===== src/rtl/vgg_pkg.sv =====
// Shared float helpers and result types
// for the sigmoid result collector.
package vgg_pkg;

   localparam logic [31:0] FLOAT_HALF = 32'h3F000000;

   // Entry layout at the default 16-bit index width.
   typedef struct packed {
      logic [31:0] prob;
      logic        cls;
      logic [15:0] idx;
   } result_t;

   function automatic logic f_sign(input logic [31:0] f);
      return f[31];
   endfunction

   function automatic logic [7:0] f_exp(input logic [31:0] f);
      return f[30:23];
   endfunction

   function automatic logic [22:0] f_mant(input logic [31:0] f);
      return f[22:0];
   endfunction

   function automatic logic is_nan(input logic [31:0] f);
      return (f_exp(f) == 8'hFF) && (f_mant(f) != 23'd0);
   endfunction

endpackage


===== src/rtl/sync_fifo.sv =====
// Synchronous FIFO with extra-MSB pointers.
// Caller is responsible for not overfilling.
module sync_fifo #(
   parameter int W     = 8,
   parameter int DEPTH = 8
) (
   input  logic         clk,
   input  logic         reset,
   input  logic         push,
   input  logic         pop,
   input  logic [W-1:0] din,
   output logic         full,
   output logic         empty,
   output logic [W-1:0] dout
);

   localparam int AW = $clog2(DEPTH);

   logic [W-1:0] mem [DEPTH];
   logic [AW:0]  wr_ptr;
   logic [AW:0]  rd_ptr;

   assign empty = (wr_ptr == rd_ptr);
   assign full  = (wr_ptr[AW] != rd_ptr[AW]) &&
                  (wr_ptr[AW-1:0] == rd_ptr[AW-1:0]);
   assign dout  = mem[rd_ptr[AW-1:0]];

   // Pointer advance; reset empties the queue.
   always_ff @(posedge clk) begin
      if (reset) begin
         wr_ptr <= '0;
         rd_ptr <= '0;
      end else begin
         if (push) wr_ptr <= wr_ptr + 1'b1;
         if (pop)  rd_ptr <= rd_ptr + 1'b1;
      end
   end

   // Storage write; contents need no reset.
   always_ff @(posedge clk) begin
      if (push) mem[wr_ptr[AW-1:0]] <= din;
   end

endmodule


===== src/rtl/sigmoid_result_collector.sv =====
// Classifies sigmoid outputs, tags them with a
// sequence index, queues them and keeps stats.
module sigmoid_result_collector
   import vgg_pkg::*;
#(
   parameter int          DEPTH  = 8,
   parameter int          IDX_W  = 16,
   parameter logic [31:0] THRESH = FLOAT_HALF
) (
   input  logic             clk,
   input  logic             reset,
   input  logic             valid_in,
   input  logic [31:0]      f_x,
   output logic             out_valid,
   input  logic             out_ready,
   output logic [31:0]      out_prob,
   output logic             out_class,
   output logic [IDX_W-1:0] out_index,
   input  logic             stats_clr,
   output logic [IDX_W-1:0] cnt_total,
   output logic [IDX_W-1:0] cnt_class1,
   output logic             overflow,
   output logic             nan_seen
);

   localparam int W = 33 + IDX_W;

   logic             nan_in;
   logic             cls_in;
   logic             full;
   logic             empty;
   logic             push;
   logic             pop;
   logic             drop;
   logic [W-1:0]     head;
   logic [31:0]      hd_prob;
   logic             hd_cls;
   logic [IDX_W-1:0] hd_idx;
   logic [IDX_W-1:0] seq_idx;
   logic [IDX_W-1:0] tot_base;
   logic [IDX_W-1:0] c1_base;
   logic [IDX_W-1:0] tot_nxt;
   logic [IDX_W-1:0] c1_nxt;

   // Threshold classification; negatives and NaN are class 0.
   always_comb begin
      nan_in = is_nan(f_x);
      cls_in = 1'b0;
      if (!nan_in && !f_sign(f_x))
         cls_in = (f_x[30:0] >= THRESH[30:0]);
   end

   assign out_valid = !empty;
   assign pop       = out_valid && out_ready;
   assign push      = valid_in && (!full || pop);
   assign drop      = valid_in && full && !pop;

   sync_fifo #(
      .W     (W),
      .DEPTH (DEPTH)
   ) u_fifo (
      .clk   (clk),
      .reset (reset),
      .push  (push),
      .pop   (pop),
      .din   ({f_x, cls_in, seq_idx}),
      .full  (full),
      .empty (empty),
      .dout  (head)
   );

   assign {hd_prob, hd_cls, hd_idx} = head;
   assign out_prob  = empty ? 32'd0 : hd_prob;
   assign out_class = empty ? 1'b0 : hd_cls;
   assign out_index = empty ? '0 : hd_idx;

   // Clear applies first, then the new sample counts, saturating.
   always_comb begin
      tot_base = stats_clr ? '0 : cnt_total;
      c1_base  = stats_clr ? '0 : cnt_class1;
      tot_nxt  = tot_base;
      c1_nxt   = c1_base;
      if (push && !(&tot_base))
         tot_nxt = tot_base + 1'b1;
      if (push && cls_in && !(&c1_base))
         c1_nxt = c1_base + 1'b1;
   end

   // Sequence index advances on every sample, kept or dropped.
   always_ff @(posedge clk) begin
      if (reset)         seq_idx <= '0;
      else if (valid_in) seq_idx <= seq_idx + 1'b1;
   end

   // Statistics counters and sticky flags.
   always_ff @(posedge clk) begin
      if (reset) begin
         cnt_total  <= '0;
         cnt_class1 <= '0;
         overflow   <= 1'b0;
         nan_seen   <= 1'b0;
      end else begin
         cnt_total  <= tot_nxt;
         cnt_class1 <= c1_nxt;
         overflow   <= (overflow & !stats_clr) | drop;
         nan_seen   <= (nan_seen & !stats_clr) | (valid_in & nan_in);
      end
   end

endmodule

===== config.mk =====
export PLATFORM = sky130hd
export DESIGN_NAME = sigmoid_result_collector
export DESIGN_NICKNAME = d
export VERILOG_FILES = /design/src/rtl/vgg_pkg.sv /design/src/rtl/sync_fifo.sv /design/src/rtl/sigmoid_result_collector.sv
export SDC_FILE = /design/constraint.sdc
export NUM_CORES = 1
export LEC_CHECK = 0
export ABC_CLOCK_PERIOD_IN_PS = 6300
export BUFFER_PORTS_ARGS = -buffer_cell sky130_fd_sc_hd__clkbuf_2
export CAP_MARGIN = 15
export CORE_MARGIN = 2
export CORE_UTILIZATION = 44
export CTS_CLUSTER_DIAMETER = 50
export DETAILED_ROUTE_END_ITERATION = 12
export GPL_TIMING_DRIVEN = 0
export MAX_ROUTING_LAYER = met4
export PLACE_DENSITY = 0.65
export RECOVER_POWER = 25
export SETUP_SLACK_MARGIN = 0.05
export SLEW_MARGIN = 5
export SYNTH_ARGS = -nofsm -noshare
export SYNTH_HDL_FRONTEND = slang
export SYNTH_HIERARCHICAL = 1
export SYNTH_SLANG_ARGS = --single-unit

===== constraint.sdc =====
create_clock -name clk -period 6.3 [get_ports clk]
set_input_delay 0.945 -clock clk [delete_from_list [all_inputs] [get_ports clk]]
set_output_delay 0.945 -clock clk [all_outputs]
set_load 0.005 [all_outputs]

==> flow_metrics.tcl <==
set metrics [dict create \
    maxCapViolations 0 \
    post-route-period-util_pct 64.96 \
    status "finished, final reports clean" \
    dp_slack_ns 2.477 \
    nets 1232 \
    drc 0 \
    peakVddDrop_v 0.0001708 \
    insertion_delay_ns 0.57 \
    synth_area_um2 18200 \
    max-clock-path-buffers 3 \
    syn_nets 1039 \
    ys_ff_latch 453 \
    place_area_um2 19920 \
    netlist_instances 997 \
    grt_pass1_wl_mm 60.32 \
    areaGrowthSynthToFinish_pct 17.36 \
    io-pin-count 121 \
    clock-root-buffer "clkbuf_16" \
    fin_skew_ns 0.009474 \
    whs_ns 0.5170 \
    dp.final_hpwl_mm 25.31 \
    start_kind "register" \
    finish.instance_area_um2 21360 \
    clk_pin_slew_ns 0.06 \
    synthFlopType "edfxtp_1" \
    viasPerCell 5.584 \
    max_slew_margin_pct 35.52 \
    antenna_found_initial 0 \
    synth_cell_type_count 64 \
    required_ns 5.35 \
    cts.repair.resized 0 \
    globalRouteTotalUtil_pct 19.16 \
    tritoncts "built" \
    grt_pass1_vias 9952 \
    worstMarginPinSlew_ns 0.9650 \
    period_minus_slack_ns 4.092 \
    max_freq_ghz 0.2444 \
    async_flop_share_pct 0 \
    num_vias 9811 \
    dieHeight_um 207.4 \
    avgRoutedWirePerCell_um 22.75 \
    num_rows 74 \
    setup_violations 0 \
    finalWorstSetupSlack_ns 2.208 \
    initial_core_util_pct 44.58 \
    port_buffers 119 \
    ys_seq_area_share_pct 71.38 \
    synth-edff-count 392 \
    drt_iter0_drc 672 \
    final_core_util_pct 52.31 \
    cts_buffers 48 \
    syn_area_per_cell_um2 18.26 \
    grt_overflow 0 \
    cts_hold_buf 0 \
    min_path_type "reg2reg" \
    die_area_um2 43010 \
    p_leak_nw 6.896 \
    drtPass1Iterations 5 \
    post_cts_buffers 0 \
    drive_above_1_share_pct 30.61 \
    crit_arrival_ns 3.15 \
    hold_viol 0 \
    grt_max_degree 25 \
    rsz0062_at_grt "no" \
    cts.sinks 453 \
    final_common_cell "edfxtp_1" \
    synth_top_area_share_pct 64.67 \
    synthTopCellsByArea "edfxtp_1 (65%), mux4_2 (12%), dfxtp_1 (6.7%)" \
    die_w_um 207.4 \
    power_per_cell_area_nw_per_um2 328.1 \
    synth_top_cell_by_area "edfxtp_1" \
    final_cell_mix "edfxtp_1 (392), clkbuf_2 (98), mux4_2 (98)" \
    routed_wirelength_mm 39.97 \
    yosys_warnings 6 \
    path_class "reg2out" \
    coreArea_um2 40830 \
    cp_max_fo 10 \
    drv_slew 0 \
    htree_levels 2 \
    diodes 0 \
    place.gp.congestion 0.8380 \
    crit_path_end_kind "output pin" \
    ant_nets 0 \
]
state kept, by name, indices dropped and copies added, names as in the netlist, named ones only:
name / cells
overflow: 1
seq_idx: 16
cnt_total: 16
u_fifo/rd_ptr: 4
u_fifo/wr_ptr: 4
u_fifo/mem: 392
cnt_class1: 16
nan_seen: 1
Yosys cell counts (2+ instances only):
master and number:
a21oi_1 20, and3_1 6, and3b_1 3, and4_1 3, buf_1 3, buf_12 3
buf_2 14, buf_6 2, clkbuf_1 28, dfxtp_1 61, edfxtp_1 392, ha_1 5
inv_1 4, mux2_2 51, mux2i_1 7, mux4_2 98, nand2_1 32, nand2b_1 6
nand3_1 14, nand3b_1 2, nand4_1 19, nor2_1 48, nor2b_1 56, nor3_1 5
nor3b_1 4, nor4_1 9, o2111a_1 2, o211ai_1 2, o21ai_0 11, o31a_1 2
o31ai_1 6, or2_2 3, or3_1 11, or4_1 7, xnor2_1 15, xor2_1 15
worst max-delay path, cell delays in order (launching register included):
cell,delay (ns)
dfxtp_1,0.33
clkbuf_1,0.35
xnor2_1,0.17
nand3_1,0.11
nor2b_1,0.61
clkbuf_1,0.62
nor2b_1,0.21
clkbuf_2,0.18
power by group:
part           total [mW]  leakage [nW]  internal, mW  switching (mW)
combinational        1.01          2.14         0.496           0.509
sequential           3.35          4.04          3.32          0.0247
clock                2.66         0.716          1.55            1.10
metal layers:
| metal | vias up | wire length [um] | GRT usage, % |
|---|---|---|---|
| met5 | - | 0 | - |
| met4 | 0 | 768 | 5.246 |
| met3 | 53 | 2622 | 3.616 |
| met2 | 296 | 19100 | 29.55 |
| met1 | 5073 | 17480 | 26.34 |
| li1 | 4389 | - | - |
path summary, 6_finish.rpt:
kind	slack (ns)	from	end	depth (start not counted)
max	2.21	u_fifo/wr_ptr[0]	out_prob[31]	7
max reg2reg	2.45	u_fifo/wr_ptr[0]	u_fifo/mem[2][32]	13
min	0.52	cnt_total[5]	cnt_total[5]	2
min reg2reg	0.52	cnt_total[5]	cnt_total[5]	2
stage by stage:
stage | setup TNS, ns | std cells | power (mW)
finish | 0 | 1757 | 7.009
global route | 0 | 1757 | 7.275
CTS | 0 | 1757 | 7.092
detailed placement | 0 | 1672 | 4.443
global placement | -429.30 | 1648 | 4.422
floorplan | 0 | 997 | 4.060
final cells by class:
class	instances	area [um2]
Fill cell	3295	19470
Sequential cell	453	12990
Multi-Input combinational cell	487	4967
Clock buffer	67	1334
Timing Repair Buffer	143	965.9
Tap cell	532	665.6
Buffer	51	274.0
Clock inverter	18	138.9
Inverter	6	22.52
cell families (layout without fill, tap and decap cells):
logic type	after synthesis	count (layout)	synth area share [%]
buf+inv	57	285	1.629
xor+xnor	30	30	1.444
mux	156	156	15.67
compound gates	60	60	2.324
simple gates	236	236	7.211
flops	453	453	71.38
fa+ha+maj	5	5	0.3437
(Power assumes the default switching activity.)
